--- config.mk ---
export PLATFORM = sky130hd
export DESIGN_NAME = imem_loader
export DESIGN_NICKNAME = d
export VERILOG_FILES = /design/src/rtl/imem_loader.sv
export SDC_FILE = /design/constraint.sdc
export NUM_CORES = 1
export LEC_CHECK = 0
export ABC_AREA = 1
export BUFFER_PORTS_ARGS = -buffer_cell sky130_fd_sc_hd__buf_2
export CORE_ASPECT_RATIO = 1.5
export CORE_MARGIN = 3
export CORE_UTILIZATION = 53
export DETAILED_ROUTE_END_ITERATION = 10
export MAX_ROUTING_LAYER = met4
export PLACE_DENSITY = 0.77
export SLEW_MARGIN = 20
export SYNTH_ARGS = -nofsm -noshare
export SYNTH_HDL_FRONTEND = slang
export SYNTH_SLANG_ARGS = --single-unit
--- constraint.sdc ---
create_clock -name clk1 -period 3.69 [get_ports clk1]
set_input_delay 0.369 -clock clk1 [delete_from_list [all_inputs] [get_ports clk1]]
set_output_delay 0.369 -clock clk1 [all_outputs]
set_load 0.02 [all_outputs]
--- src/rtl/imem_loader.sv ---
`default_nettype none
// ============================================================================
// imem_loader : assembles a big-endian byte stream into 32-bit words, writes
//               them to instruction memory and releases the core on HALT_WORD
// Revision    : 1.0
// ============================================================================
module imem_loader #(
  parameter int          ADDR_W    = 13,
  parameter logic [31:0] HALT_WORD = 32'hffffffff
) (
  input  logic              clk1,
  input  logic              rst,
  input  logic              start,
  input  logic [7:0]        byte_in,
  input  logic              byte_valid,
  output logic              byte_ready,
  output logic              imem_we,
  output logic [ADDR_W-1:0] imem_addr,
  output logic [31:0]       imem_wdata,
  output logic [ADDR_W:0]   word_count,
  output logic [31:0]       checksum,
  output logic              core_run,
  output logic              load_done,
  output logic              overflow_err
);

  typedef enum logic [1:0] {
    S_IDLE = 2'd0,
    S_LOAD = 2'd1,
    S_DONE = 2'd2,
    S_ERR  = 2'd3
  } state_t;

  localparam logic [ADDR_W-1:0] C_LAST_ADDR = '1;

  state_t            r_state;
  logic [1:0]        r_byte_cnt;
  logic [23:0]       r_partial;
  logic [ADDR_W-1:0] r_addr;

  logic              w_accept;
  logic [31:0]       w_word;

  assign byte_ready = (r_state == S_LOAD);
  assign w_accept   = byte_valid & byte_ready;
  assign w_word     = {r_partial, byte_in};

  always_ff @(posedge clk1 or posedge rst) begin
    if (rst) begin
      r_state      <= S_IDLE;
      r_byte_cnt   <= 2'd0;
      r_partial    <= 24'd0;
      r_addr       <= '0;
      imem_we      <= 1'b0;
      imem_addr    <= '0;
      imem_wdata   <= 32'd0;
      word_count   <= '0;
      checksum     <= 32'd0;
      core_run     <= 1'b0;
      load_done    <= 1'b0;
      overflow_err <= 1'b0;
    end else begin
      imem_we   <= 1'b0;
      load_done <= 1'b0;
      case (r_state)
        S_IDLE: begin
          if (start) begin
            r_state    <= S_LOAD;
            r_addr     <= '0;
            word_count <= '0;
            checksum   <= 32'd0;
            r_byte_cnt <= 2'd0;
          end
        end
        S_LOAD: begin
          if (w_accept) begin
            r_partial  <= {r_partial[15:0], byte_in};
            r_byte_cnt <= r_byte_cnt + 2'd1;
            if (r_byte_cnt == 2'd3) begin
              imem_we    <= 1'b1;
              imem_addr  <= r_addr;
              imem_wdata <= w_word;
              word_count <= word_count + (ADDR_W+1)'(1);
              checksum   <= checksum + w_word;
              r_addr     <= r_addr + ADDR_W'(1);
            end
          end
          // Terminate on the cycle of the write; halt wins over a full memory.
          if (imem_we) begin
            if (imem_wdata == HALT_WORD) begin
              r_state   <= S_DONE;
              load_done <= 1'b1;
              core_run  <= 1'b1;
            end else if (imem_addr == C_LAST_ADDR) begin
              r_state      <= S_ERR;
              overflow_err <= 1'b1;
            end
          end
        end
        default: begin
        end
      endcase
    end
  end

endmodule
`default_nettype wire

==> flow_metrics.tcl <==
set metrics [dict create \
    worst-endpoint-required_ns 4.02 \
    drt-met1-wl_um 8580 \
    overflow 0 \
    cts_repair_resized_insts 0 \
    slew_headroom_pct 46.1 \
    clk_transition_reported_paths_ns 0.06 \
    synth_nets 1165 \
    tritoncts.num_buffers 17 \
    post_synth_edffs 0 \
    leakagePower_nw 5.31 \
    gp_routability_congestion 0.915 \
    routed_via_density 5.32 \
    met2_wirelength_um 11500 \
    track_usage_pct 29.1 \
    placement.cell_area_um2 8700 \
    synth_top_area_cells "sky130_fd_sc_hd__dfrtp_1, sky130_fd_sc_hd__nand2_1, sky130_fd_sc_hd__inv_1, sky130_fd_sc_hd__o21ai_0, sky130_fd_sc_hd__ha_1" \
    final-setup-viol-count 0 \
    max-vdd-ir-drop_mv 0.412 \
    floorplan.initialDensity_pct 54.3 \
    dpl.hpwl_um 16900 \
    fp.dieArea_um2 16600 \
    yosysWarnings 0 \
    clock_tree.root_cell "sky130_fd_sc_hd__clkbuf_16" \
    wire_length_of_the_first_global_routing_pass_um 36700 \
    rsz0062_at_grt "no" \
    fmax_ghz 0.444 \
    post-cts-setup-buffer-count 0 \
    clock-sinks 136 \
    die_w_um 106 \
    dieHeight_um 156 \
    drive_above_1_share_pct 13.5 \
    synth_cell_types 37 \
    synthArstFlopShare_pct 100 \
    worst_skew_pair.late_latency_ns 0.42 \
    core_area_um2 14700 \
    synth_ff_type "sky130_fd_sc_hd__dfrtp_1" \
    cts_hold_repair.buffers 0 \
    power_density_nw_per_um2 777 \
    yosys.area.top_type "sky130_fd_sc_hd__dfrtp_1" \
    synth_cells 1118 \
    vias 7633 \
    placement_rows 54 \
    critical_path.startpoint_type "register" \
    routed.top_layer "met4" \
    cap_viol_max_count 0 \
    synth_largest_type_area_fraction_pct 42.8 \
    reg2reg_to "word_count[8]" \
    min_path_type "primary input to asynchronous set/reset pin" \
    routedWlPerCell_um 15.7 \
    run_status "completed" \
    post-route-cell-area_um2 9330 \
    postLayoutSetupSlackWorst_ns 1.44 \
    antenna_left 0 \
    final-max-slew-violation-count 0 \
    synth_area_um2 7960 \
    detailedRoute.firstPassIterationCount 7 \
    min_period_over_period_pct 61.0 \
    flow.area_growth_from_synthesis_pct 17.2 \
    r2r_setup_slack_ns 1.44 \
    drc_errors 0 \
    top_level_ports 108 \
    1st_iter_drt_viols 535 \
    ys_seq_area_share_pct 42.8 \
    maximum_level_of_the_cts_h_tree 4 \
    mean_cell_area_of_the_mapped_netlist_um2 7.12 \
    cp_max_fo 21 \
    tritoncts_clock_tree "yes" \
    antenna_violations_before_repair 0 \
    tightest_slew_ns 0.809 \
    timing.critical_path.arrival_ns 2.58 \
    hold_violations 0 \
    path_class "register to register" \
    pin_count_of_the_biggest_net_entering_global_routing 91 \
    synth_seq_cells 136 \
    regToRegStartpoint "r_state[1]" \
    worst-r2r-cell-count 7 \
    largest_clock_skew_in_the_final_design_ns 0.00903 \
    totalNegativeSetupSlack_ns 0 \
    max-clock-path-buffers 2 \
    num-nets-final 1273 \
    cp-end-kind "register" \
    detail_route.wirelength_um 22500 \
    timing.final.crit_period_ns 2.25 \
    diodes 0 \
    place.port_buffers 107 \
    dr_wl_met3_um 1180 \
    pre_cts_ws_ns 1.42 \
    grt_pass1_vias 7449 \
]
Yosys cell counts (4+ instances only):
| cell | count |
|---|---|
| sky130_fd_sc_hd__nand3b_1 | 4 |
| sky130_fd_sc_hd__clkbuf_1 | 16 |
| sky130_fd_sc_hd__a21oi_1 | 44 |
| sky130_fd_sc_hd__or2_2 | 4 |
| sky130_fd_sc_hd__nor3_1 | 17 |
| sky130_fd_sc_hd__nand2_1 | 413 |
| sky130_fd_sc_hd__nor4_1 | 5 |
| sky130_fd_sc_hd__buf_2 | 4 |
| sky130_fd_sc_hd__o21ai_0 | 88 |
| sky130_fd_sc_hd__inv_2 | 5 |
| sky130_fd_sc_hd__dfrtp_1 | 136 |
| sky130_fd_sc_hd__nand4_1 | 21 |
| sky130_fd_sc_hd__nand3_1 | 59 |
| sky130_fd_sc_hd__nor2_1 | 57 |
| sky130_fd_sc_hd__inv_1 | 171 |
| sky130_fd_sc_hd__ha_1 | 34 |
routing by layer:
layer	vias to the layer above	track usage (%)
li1	3761	-
met1	3516	32.3
met2	282	49.5
met3	74	4.64
met4	0	16.9
met5	-	-
worst max-delay path by stage:
stage                    start            end  slack [ns]  cells after the start
global placement    byte_in[0]   checksum[28]        1.48                     14
detailed placement  byte_in[0]   checksum[28]        1.42                     14
global route        r_state[1]  word_count[8]        1.16                      7
CTS                 r_state[1]  word_count[8]        1.48                      7
finish              r_state[1]  word_count[8]        1.44                      7
floorplan                  rst    checksum[0]        1.63                      1
area by class of cell:
type,count,area [µm²]
Clock buffer,20,457
Clock inverter,11,170
Fill cell,1321,5340
Inverter,176,664
Multi-Input combinational cell,782,3780
Sequential cell,136,3400
Tap cell,196,245
Timing Repair Buffer,113,606
cell families after synthesis:
family                     Yosys count  share of synthesized area (%)
adders and majority gates           35                           5.60
DFF                                136                           42.8
buffers and inverters              200                           9.78
xor gates and xnor gates             4                          0.440
AOI/OAI and AO/OA                  148                           9.91
and+or+nand+nor                    595                           31.5
state kept, by name, summed over array words and instances, names as in the netlist:
name and cells:
overflow_err 1, checksum 32, imem_wdata 32, r_addr 13, imem_addr 13, load_done 1, r_byte_cnt 2, r_partial 24
r_state 2, word_count 14, imem_we 1, core_run 1
through the flow:
step	power (W)	utilization, %	hold WS, ns	std cells
after global routing	0.00774	63.6	0.0371	1434
after detailed placement	0.00539	59.3	0.454	1403
after global placement	0.00533	59.2	0.448	1402
final	0.00724	63.6	0.0133	1434
after CTS	0.00725	63.6	0.0122	1434
after floorplan	0.00440	-	0.468	1118
power by group:
part	internal, W	switching [W]	total [W]
Combinational	0.000978	0.00203	0.00301
Clock	0.00117	0.000658	0.00182
Sequential	0.00194	0.000471	0.00241
Total	0.00408	0.00316	0.00724
cells in the final DEF (no fill, tap or decap), types with 3 or more instances in the layout:
master	n
sky130_fd_sc_hd__nand2_1	413
sky130_fd_sc_hd__inv_1	170
sky130_fd_sc_hd__dfrtp_1	136
sky130_fd_sc_hd__buf_2	107
sky130_fd_sc_hd__o21ai_0	88
sky130_fd_sc_hd__nand3_1	59
sky130_fd_sc_hd__nor2_1	57
sky130_fd_sc_hd__a21oi_1	44
sky130_fd_sc_hd__ha_1	34
sky130_fd_sc_hd__nand4_1	21
sky130_fd_sc_hd__nor3_1	17
sky130_fd_sc_hd__clkbuf_16	17
sky130_fd_sc_hd__inv_2	5
sky130_fd_sc_hd__nor4_1	5
sky130_fd_sc_hd__nand3b_1	4
sky130_fd_sc_hd__or2_2	4
sky130_fd_sc_hd__bufinv_16	4
sky130_fd_sc_hd__buf_4	4
sky130_fd_sc_hd__o21bai_1	3
sky130_fd_sc_hd__xor2_1	3
sky130_fd_sc_hd__o21ai_1	3
sky130_fd_sc_hd__nand2_4	3
sky130_fd_sc_hd__nor2_4	3
sky130_fd_sc_hd__clkinv_2	3
critical path: stages (launching register included):
cell	delay, ns
sky130_fd_sc_hd__dfrtp_1	0.42
sky130_fd_sc_hd__inv_2	0.11
sky130_fd_sc_hd__nand3_1	0.40
sky130_fd_sc_hd__nand2_2	0.53
sky130_fd_sc_hd__nand3_1	0.21
sky130_fd_sc_hd__nor2_1	0.21
sky130_fd_sc_hd__a21oi_1	0.10
sky130_fd_sc_hd__nor3_1	0.19
No activity file was read; power rests on OpenSTA's default activity.
